## config.mk

```make
export PLATFORM = sky130hd
export DESIGN_NAME = fir_coef_sequencer
export DESIGN_NICKNAME = d
export VERILOG_FILES = /design/src/rtl/fir_coef_sequencer_pkg.sv /design/src/rtl/fir_coef_sequencer_sample_timer.sv /design/src/rtl/fir_coef_sequencer.sv
export SDC_FILE = /design/constraint.sdc
export NUM_CORES = 1
export LEC_CHECK = 0
export ABC_CLOCK_PERIOD_IN_PS = 3300
export CORE_UTILIZATION = 40
export CTS_CLUSTER_DIAMETER = 150
export DETAILED_ROUTE_END_ITERATION = 16
export GPL_TIMING_DRIVEN = 0
export PLACE_DENSITY = 0.69
export SETUP_SLACK_MARGIN = 0.15
export SLEW_MARGIN = 30
export SYNTH_ARGS = -nofsm -noshare
export SYNTH_HDL_FRONTEND = slang
export SYNTH_SLANG_ARGS = --single-unit
```

## constraint.sdc

```tcl
create_clock -name clk -period 3.3 [get_ports clk]
set_input_delay 0.99 -clock clk [delete_from_list [all_inputs] [get_ports clk]]
set_output_delay 0.99 -clock clk [all_outputs]
set_load 0.05 [all_outputs]
```

## src/rtl/fir_coef_sequencer_pkg.sv

```systemverilog
// Shared definitions for the FIR coefficient sequencer and the other audio blocks:
// sequencer state encoding, tap-index width helper and the default 44.1 kHz divider.
package fir_coef_sequencer_pkg;

  typedef enum logic [1:0] {
    IDLE   = 2'd0,
    LOAD   = 2'd1,
    DRAIN  = 2'd2,
    FINISH = 2'd3
  } seq_state_e;

  localparam int SAMPLE_DIV_DEFAULT = 566;

  function automatic int tap_w(input int num_taps);
    return $clog2(num_taps);
  endfunction

endpackage

```

## src/rtl/fir_coef_sequencer_sample_timer.sv

```systemverilog
// Modulo-DIV free-running counter; o_tick is high for the one cycle the count
// sits at DIV-1, after which the count wraps to 0.
module fir_coef_sequencer_sample_timer
  import fir_coef_sequencer_pkg::*;
#(
  parameter int DIV = SAMPLE_DIV_DEFAULT
) (
  input  logic clk,
  input  logic reset,
  output logic o_tick
);

  localparam int CNT_W = (DIV > 1) ? $clog2(DIV) : 1;

  logic [CNT_W-1:0] r_count;
  logic             w_at_end;

  assign w_at_end = (r_count == CNT_W'(DIV - 1));

  // NOTE: sequential state uses non-blocking assignments so every register samples pre-edge values.
  always_ff @(posedge clk or negedge reset) begin
    if (!reset) begin
      r_count <= '0;
    end else if (w_at_end) begin
      r_count <= '0;
    end else begin
      r_count <= r_count + CNT_W'(1);
    end
  end

  assign o_tick = w_at_end;

endmodule

```

## src/rtl/fir_coef_sequencer.sv

```systemverilog
// Streams one coefficient bank from the synchronous ROM into the FIR shift chain
// (highest tap first) and gates the 44.1 kHz sample enable while a load is in flight.
module fir_coef_sequencer
  import fir_coef_sequencer_pkg::*;
#(
  parameter int NUM_TAPS   = 32,
  parameter int COEF_W     = 16,
  parameter int BANK_W     = 3,
  parameter int SAMPLE_DIV = SAMPLE_DIV_DEFAULT
) (
  input  logic                              clk,
  input  logic                              reset,
  input  logic [BANK_W-1:0]                 bank_sel,
  input  logic                              load_req,
  output logic [BANK_W+tap_w(NUM_TAPS)-1:0] rom_addr,
  output logic                              rom_en,
  input  logic [COEF_W-1:0]                 rom_data,
  output logic [COEF_W-1:0]                 coef_out,
  output logic                              coef_valid,
  output logic                              sample_tick,
  output logic                              sample_en,
  output logic                              busy,
  output logic                              done
);

  localparam int TAP_W = tap_w(NUM_TAPS);

  seq_state_e        r_state;
  logic [BANK_W-1:0] r_bank_q;
  logic [TAP_W-1:0]  r_tap_idx;
  logic              r_drain_cnt;
  logic              r_pending;
  logic              r_diff_q;
  logic              r_en_d1;
  logic              r_valid;
  logic [COEF_W-1:0] r_coef;
  logic              w_start;
  logic              w_diff;
  logic              w_tick;

  assign w_diff  = (bank_sel != r_bank_q);
  assign w_start = (r_state == IDLE) && (r_pending || load_req);

  always_ff @(posedge clk or negedge reset) begin
    if (!reset) begin
      r_state     <= IDLE;
      r_bank_q    <= '0;
      r_tap_idx   <= '0;
      r_drain_cnt <= 1'b0;
    end else begin
      case (r_state)
        IDLE: begin
          if (w_start) begin
            r_bank_q  <= bank_sel;
            r_tap_idx <= TAP_W'(NUM_TAPS - 1);
            r_state   <= LOAD;
          end
        end
        LOAD: begin
          // tap_idx wraps here after tap 0 but is not looked at again until the next IDLE exit
          r_tap_idx <= r_tap_idx - TAP_W'(1);
          if (r_tap_idx == '0) begin
            r_drain_cnt <= 1'b0;
            r_state     <= DRAIN;
          end
        end
        DRAIN: begin
          r_drain_cnt <= 1'b1;
          if (r_drain_cnt) r_state <= FINISH;
        end
        FINISH:  r_state <= IDLE;
        default: r_state <= IDLE;
      endcase
    end
  end

  // A bank change must persist for two cycles before it schedules a reload;
  // the pending flag starts set so the first load happens straight out of reset.
  always_ff @(posedge clk or negedge reset) begin
    if (!reset) begin
      r_pending <= 1'b1;
      r_diff_q  <= 1'b0;
    end else begin
      r_diff_q <= w_diff;
      if (w_start) begin
        r_pending <= 1'b0;
      end else if (w_diff && r_diff_q) begin
        r_pending <= 1'b1;
      end
    end
  end

  // NOTE: the coefficient register is reset too, so every output reads 0 during reset.
  always_ff @(posedge clk or negedge reset) begin
    if (!reset) begin
      r_en_d1 <= 1'b0;
      r_valid <= 1'b0;
      r_coef  <= '0;
    end else begin
      r_en_d1 <= rom_en;
      r_valid <= r_en_d1;
      if (r_en_d1) r_coef <= rom_data;
    end
  end

  fir_coef_sequencer_sample_timer #(
    .DIV (SAMPLE_DIV)
  ) u_sample_timer (
    .clk    (clk),
    .reset  (reset),
    .o_tick (w_tick)
  );

  assign rom_addr    = {r_bank_q, r_tap_idx};
  assign rom_en      = (r_state == LOAD);
  assign busy        = (r_state != IDLE);
  assign done        = (r_state == FINISH);
  assign coef_out    = r_coef;
  assign coef_valid  = r_valid;
  assign sample_tick = w_tick;
  assign sample_en   = w_tick & ~busy;

endmodule

```

Yosys cells after proc, flatten, opt, wreduce, memory -nomap -nowiden
Index checks and enable logic that the tools add are counted.
Operators by class
  add/sub/neg operators: 2
  equal/unequal tests: 8
  muxes and demuxes: 11
  bitwise operators: 2
  reduce and logical (&&, ||, !) cells: 13
Operators by type and width (number)
  adder 10 x 1 -> 10 bit, second input constant: 1
  equality test 10 bit, second input constant: 1
  two-way mux 10 bit: 1
  one-hot mux 5 bit (2 select lines): 1
  one-hot mux 2 bit (4 select lines): 1
  nonzero test 2 bit: 4
  two-way mux 2 bit: 3
  AND reduction 2 bit: 3
  logical NOT 5 bit: 1
  two-way mux 5 bit: 1
  subtractor 5 x 1 -> 5 bit, second input constant: 1
  equality test 2 bit, second input constant: 2
  != test 2 bit, second input constant: 2
  two-way mux 1 bit: 3
  != test 3 bit: 1
  AND reduction 3 bit: 1
  equality test 2 x 1 -> 1 bit, second input constant: 1
  logical AND 1 bit: 2
  logical NOT 2 bit: 1
  != test 2 x 1 -> 1 bit, second input constant: 1
  one-hot mux 1 bit (2 select lines): 1
  AND 1 bit: 1
  logical OR 1 bit: 1
  inverter 1 bit: 1
Word-level totals
  flip-flop bits (word level): 41
  input port bits: 22
  output and inout bits: 30
  word-level logic and storage cells: 46

Longest topological paths before layout
  word-level depth: 4
  gate-level depth with buffers: 6
  mapped depth without buffers: 5

Hierarchy
Synthesis repeated with hierarchy kept, for this count alone.
Second synthesis, totals
  cells, all modules: 156
  area total of the unflattened synthesis: 1933.1 um2
By module, submodules not included
  fir_coef_sequencer: times used 1, cells each 112, area each 1442.6 um2, sequential area each 777.0 um2
  fir_coef_sequencer_sample_timer: times used 1, cells each 44, area each 490.5 um2, sequential area each 250.2 um2

Worst setup path after synthesis
OpenSTA, ideal clock, no wires.
  path type: reg2out
  start point: register u_sample_timer.r_count[7]
  end point: output port sample_en
  data arrival time: 2.234 ns
  data required time: 2.310 ns
  setup slack: 0.076 ns
  stages on the path, launching flop included: 4
  buffers on the path: 0
  cell sequence: dfrtp_1 > or4b_4 > nor4_4 > and2_1
On the way
  cells in the longest elaborated chain, start to end: 2
RTL lines
  start, declared: line fir_coef_sequencer_sample_timer.sv:15  | logic [CNT_W-1:0] r_count;
  start signal, assigned: line fir_coef_sequencer_sample_timer.sv:27  | r_count <= r_count + CNT_W'(1);
  equality test 10 bit: line fir_coef_sequencer_sample_timer.sv:18  | assign w_at_end = (r_count == CNT_W'(DIV - 1));
  via sample_tick: line fir_coef_sequencer.sv:20  | output logic sample_tick,
  AND 1 bit: line fir_coef_sequencer.sv:121  | assign sample_en = w_tick & ~busy;
  end, declared: line fir_coef_sequencer.sv:21  | output logic sample_en,
The timed path passes the listed nets, and every way through them passes these cells.

Worst setup path after layout
  start point: register u_sample_timer.r_count[7]
  end point: output port sample_en
On the way
  cells in the longest elaborated chain, start to end: 2
RTL lines (line)
  equality test 10 bit: fir_coef_sequencer_sample_timer.sv:18
  AND 1 bit: fir_coef_sequencer.sv:121
Every way passes these cells.

==> flow_metrics.env <==
export IMPL_worstMarginPinSlew_ns=0.5996
export IMPL_setup_slack_ns=0.3119
export IMPL_die_w_um=69.88
export IMPL_p_clk_share_pct=15.8
export IMPL_setup_viol=0
export IMPL_synth_main_ff_cell="dfrtp_1"
export IMPL_wl_per_cell_um=13.86
export IMPL_synth_cell_types=32
export IMPL_pwr_share_comb_pct=54.0
export IMPL_cts_tree="built"
export IMPL_syn2layout_area_growth_pct=39.04
export IMPL_status="completed"
export IMPL_slowest_stage="or4b_4"
export IMPL_hp_class="flop to flop"
export IMPL_antenna_found_initial=0
export IMPL_grt_max_degree=24
export IMPL_vias=1304
export IMPL_syn_nets=176
export IMPL_cts_sinks=41
export IMPL_multiInputGateArea_um2=772.0
export IMPL_cp_max_fo=6
export IMPL_mostFrequentLayoutCells="clkdlybuf4s50_1 (48), dfrtp_1 (40), mux2_2 (19)"
export IMPL_hold_violations=0
export IMPL_cts_htree_levels=2
export IMPL_cap_violations=0
export IMPL_via_per_inst=5.035
export IMPL_yosysSeqAreaShare_pct=55.74
export IMPL_grt_pass1_vias=1346
export IMPL_final_nets=236
export IMPL_design_core_area_um2=4384
export IMPL_async_flop_share_pct=100.0
export IMPL_max_freq_ghz=0.3347
export IMPL_ant_nets=0
export IMPL_relSlewSlack_pct=59.94
export IMPL_worstPathCellList="or4b_4, nor4_4, and2_2, buf_2"
export IMPL_path_clk_slew_ns=0.07
export IMPL_p_int_w=0.001472
export IMPL_cp_end_kind="primary output"
export IMPL_final_common_cell="clkdlybuf4s50_1"
export IMPL_hpwlAfterDp_mm=2.705
export IMPL_first_iter_violations=89
export IMPL_dr_pass1_iters=4
export IMPL_critPathKind="flop to primary output"
export IMPL_synth_seq_cells=41
export IMPL_required_ns=2.31
export IMPL_regArea_um2=1027
export IMPL_num_io_pins=52
export IMPL_power_density_nw_per_um2=1021
export IMPL_vdd_ir_drop_max_mv=0.5109
export IMPL_synth_edf_count=0
export IMPL_finClkSkew_ns=0.004008
export IMPL_finalCritPeriodShare_pct=90.55
export IMPL_placementRows=24
export IMPL_period_needed_ns=2.988
export IMPL_grt_pass1_wl_mm=6.417
export IMPL_post_place_ws_ns=-0.05280
export IMPL_clock_latency_ns=0.29
export IMPL_synthCells=146
export IMPL_gp_congestion=0.7894
export IMPL_start_util_pct=42.04
export IMPL_antenna_cells=0
export IMPL_p_sw_share_pct=43.74
export IMPL_root_buffer="clkbuf_8"
export IMPL_die_h_um=69.88
export IMPL_synth_area_um2=1843
export IMPL_globalRoute_totalOverflow=0
export IMPL_power_frac_seq_pct=30.2
export IMPL_critPathLaunchType="flop"
export IMPL_nFillCells=349
export IMPL_grt_setup_unrepaired="false"
export IMPL_ctsLongestPathBuffers=2
export IMPL_arrival_ns=2.00
export IMPL_drc=0
export IMPL_yosysWarnings=0
export IMPL_syn_area_per_cell_um2=12.62
export IMPL_drive_gt1_share_pct=19.81
export IMPL_drv_slew=0
export IMPL_cts_buffers=5
export IMPL_wl_mm=3.591
export IMPL_leakagePower_nw=1.083
export IMPL_port_buffers=51
export IMPL_critPathMaxStageDelay_ns=0.54
export IMPL_fp_dieArea_um2=4883
export IMPL_switchingPower_w=0.001145
export IMPL_fin_hold_ws_ns=0.3886
export IMPL_grtUsageTotal_pct=16.75
## kinds of logic after synthesis
kind of cell    Yosys count  synth area share [%]
mux                      21                 12.76
simple gates             39                 12.83
buf+inv                  12                 2.444
fa+ha+maj                 8                 5.431
compound gates           16                 6.518
flops                    41                 55.74
xor+xnor                  9                 4.277
## layout make-up
cell class	instances	area share (%)
plain buffers	3	0.4395
clock buffers	7	3.369
clock inverters	1	1.172
inverters	9	1.318
multi-input cells	93	30.13
flip-flops and latches	41	40.09
well taps	52	2.539
repair buffers	53	20.95
## worst max-delay path, delay by kind of cell (launching register included)
kind,cells,cell delay [ns]
AND/OR/NAND/NOR,3,1.04
flip-flops,1,0.41
buffers and inverters,1,0.25
## synthesized netlist by cell type, types with 2 or more instances
| master | instances | area share [%] |
|---|---|---|
| nand3_1 | 3 | 0.81 |
| o221a_2 | 2 | 1.2 |
| nor3b_1 | 2 | 0.81 |
| and2_1 | 3 | 1.0 |
| nand2_1 | 4 | 0.81 |
| mux2_2 | 19 | 12 |
| or3_1 | 2 | 0.68 |
| nor2_1 | 11 | 2.2 |
| inv_1 | 9 | 1.8 |
| xor2_1 | 3 | 1.4 |
| a2bb2oi_1 | 3 | 1.4 |
| nand4_1 | 4 | 1.4 |
| xnor2_1 | 6 | 2.9 |
| nor3_1 | 2 | 0.54 |
| or4b_4 | 2 | 1.5 |
| nand2b_1 | 2 | 0.68 |
| dfrtp_1 | 40 | 54 |
| o21ai_0 | 4 | 1.1 |
| ha_1 | 8 | 5.4 |
| a21oi_1 | 4 | 1.1 |
| buf_1 | 2 | 0.41 |
## what timing repair did
action,4_1_cts,5_1_grt
setup buffers,1,0
hold endpoints to repair,0,0
setup endpoints to repair,2,1
hold buffers,0,0
resized for setup,8,0
pin swaps,1,1
cloned,0,0
## worst paths after layout
check                      slack [ns]  cells after the start                 startpoint                   endpoint
setup / recovery                 0.31                      4  u_sample_timer.r_count[7]                  sample_en
hold / removal                   0.39                      0                    r_en_d1                 coef_valid
setup reg to reg                 1.32                      5                 r_state[0]               r_tap_idx[4]
hold reg to reg                  0.39                      0                    r_en_d1                 coef_valid
max in group asynchronous        2.18                      2                      reset                coef_out[8]
min in group asynchronous        0.65                      1                      reset  u_sample_timer.r_count[7]
## power groups by stage
stage / registers [W] / clock network [W] / logic, W
after floorplan: 0.00130 / 0 / 0.000471
after CTS: 0.000794 / 0.000426 / 0.00143
after detailed placement: 0.000803 / 0 / 0.00143
final: 0.000791 / 0.000413 / 0.00141
after global placement: 0.000788 / 0 / 0.00140
after global routing: 0.000819 / 0.000455 / 0.00149
## stage by stage
step / cells / cell area [um2] / util, % / power (W) / setup TNS (ns)
after floorplan: 146 / 1844 / - / 0.001767 / 0
after global placement: 249 / 2420 / 55.19 / 0.002190 / -0.04690
after detailed placement: 250 / 2442 / 55.71 / 0.002228 / -0.05280
after CTS: 259 / 2562 / 58.45 / 0.002649 / 0
after global routing: 259 / 2562 / 58.45 / 0.002764 / 0
final: 259 / 2562 / 58.45 / 0.002617 / 0
## metal layers
| layer | wire length (um) | vias to the layer above | GRT usage [%] |
|---|---|---|---|
| met4 | 67 | 0 | 7.111 |
| met3 | 226 | 9 | 6.349 |
| li1 | - | 630 | - |
| met5 | 0 | - | 0 |
| met2 | 1733 | 43 | 26.28 |
| met1 | 1564 | 622 | 20.69 |
## state kept, by name (all words and copies together), names as in the netlist
name                    flops
coef_out                   16
coef_valid                  1
r_bank_q                    3
r_diff_q                    1
r_drain_cnt                 1
r_en_d1                     1
r_pending                   1
r_state                     2
r_tap_idx                   5
u_sample_timer.r_count     10
No activity file was read; power rests on OpenSTA's default activity.
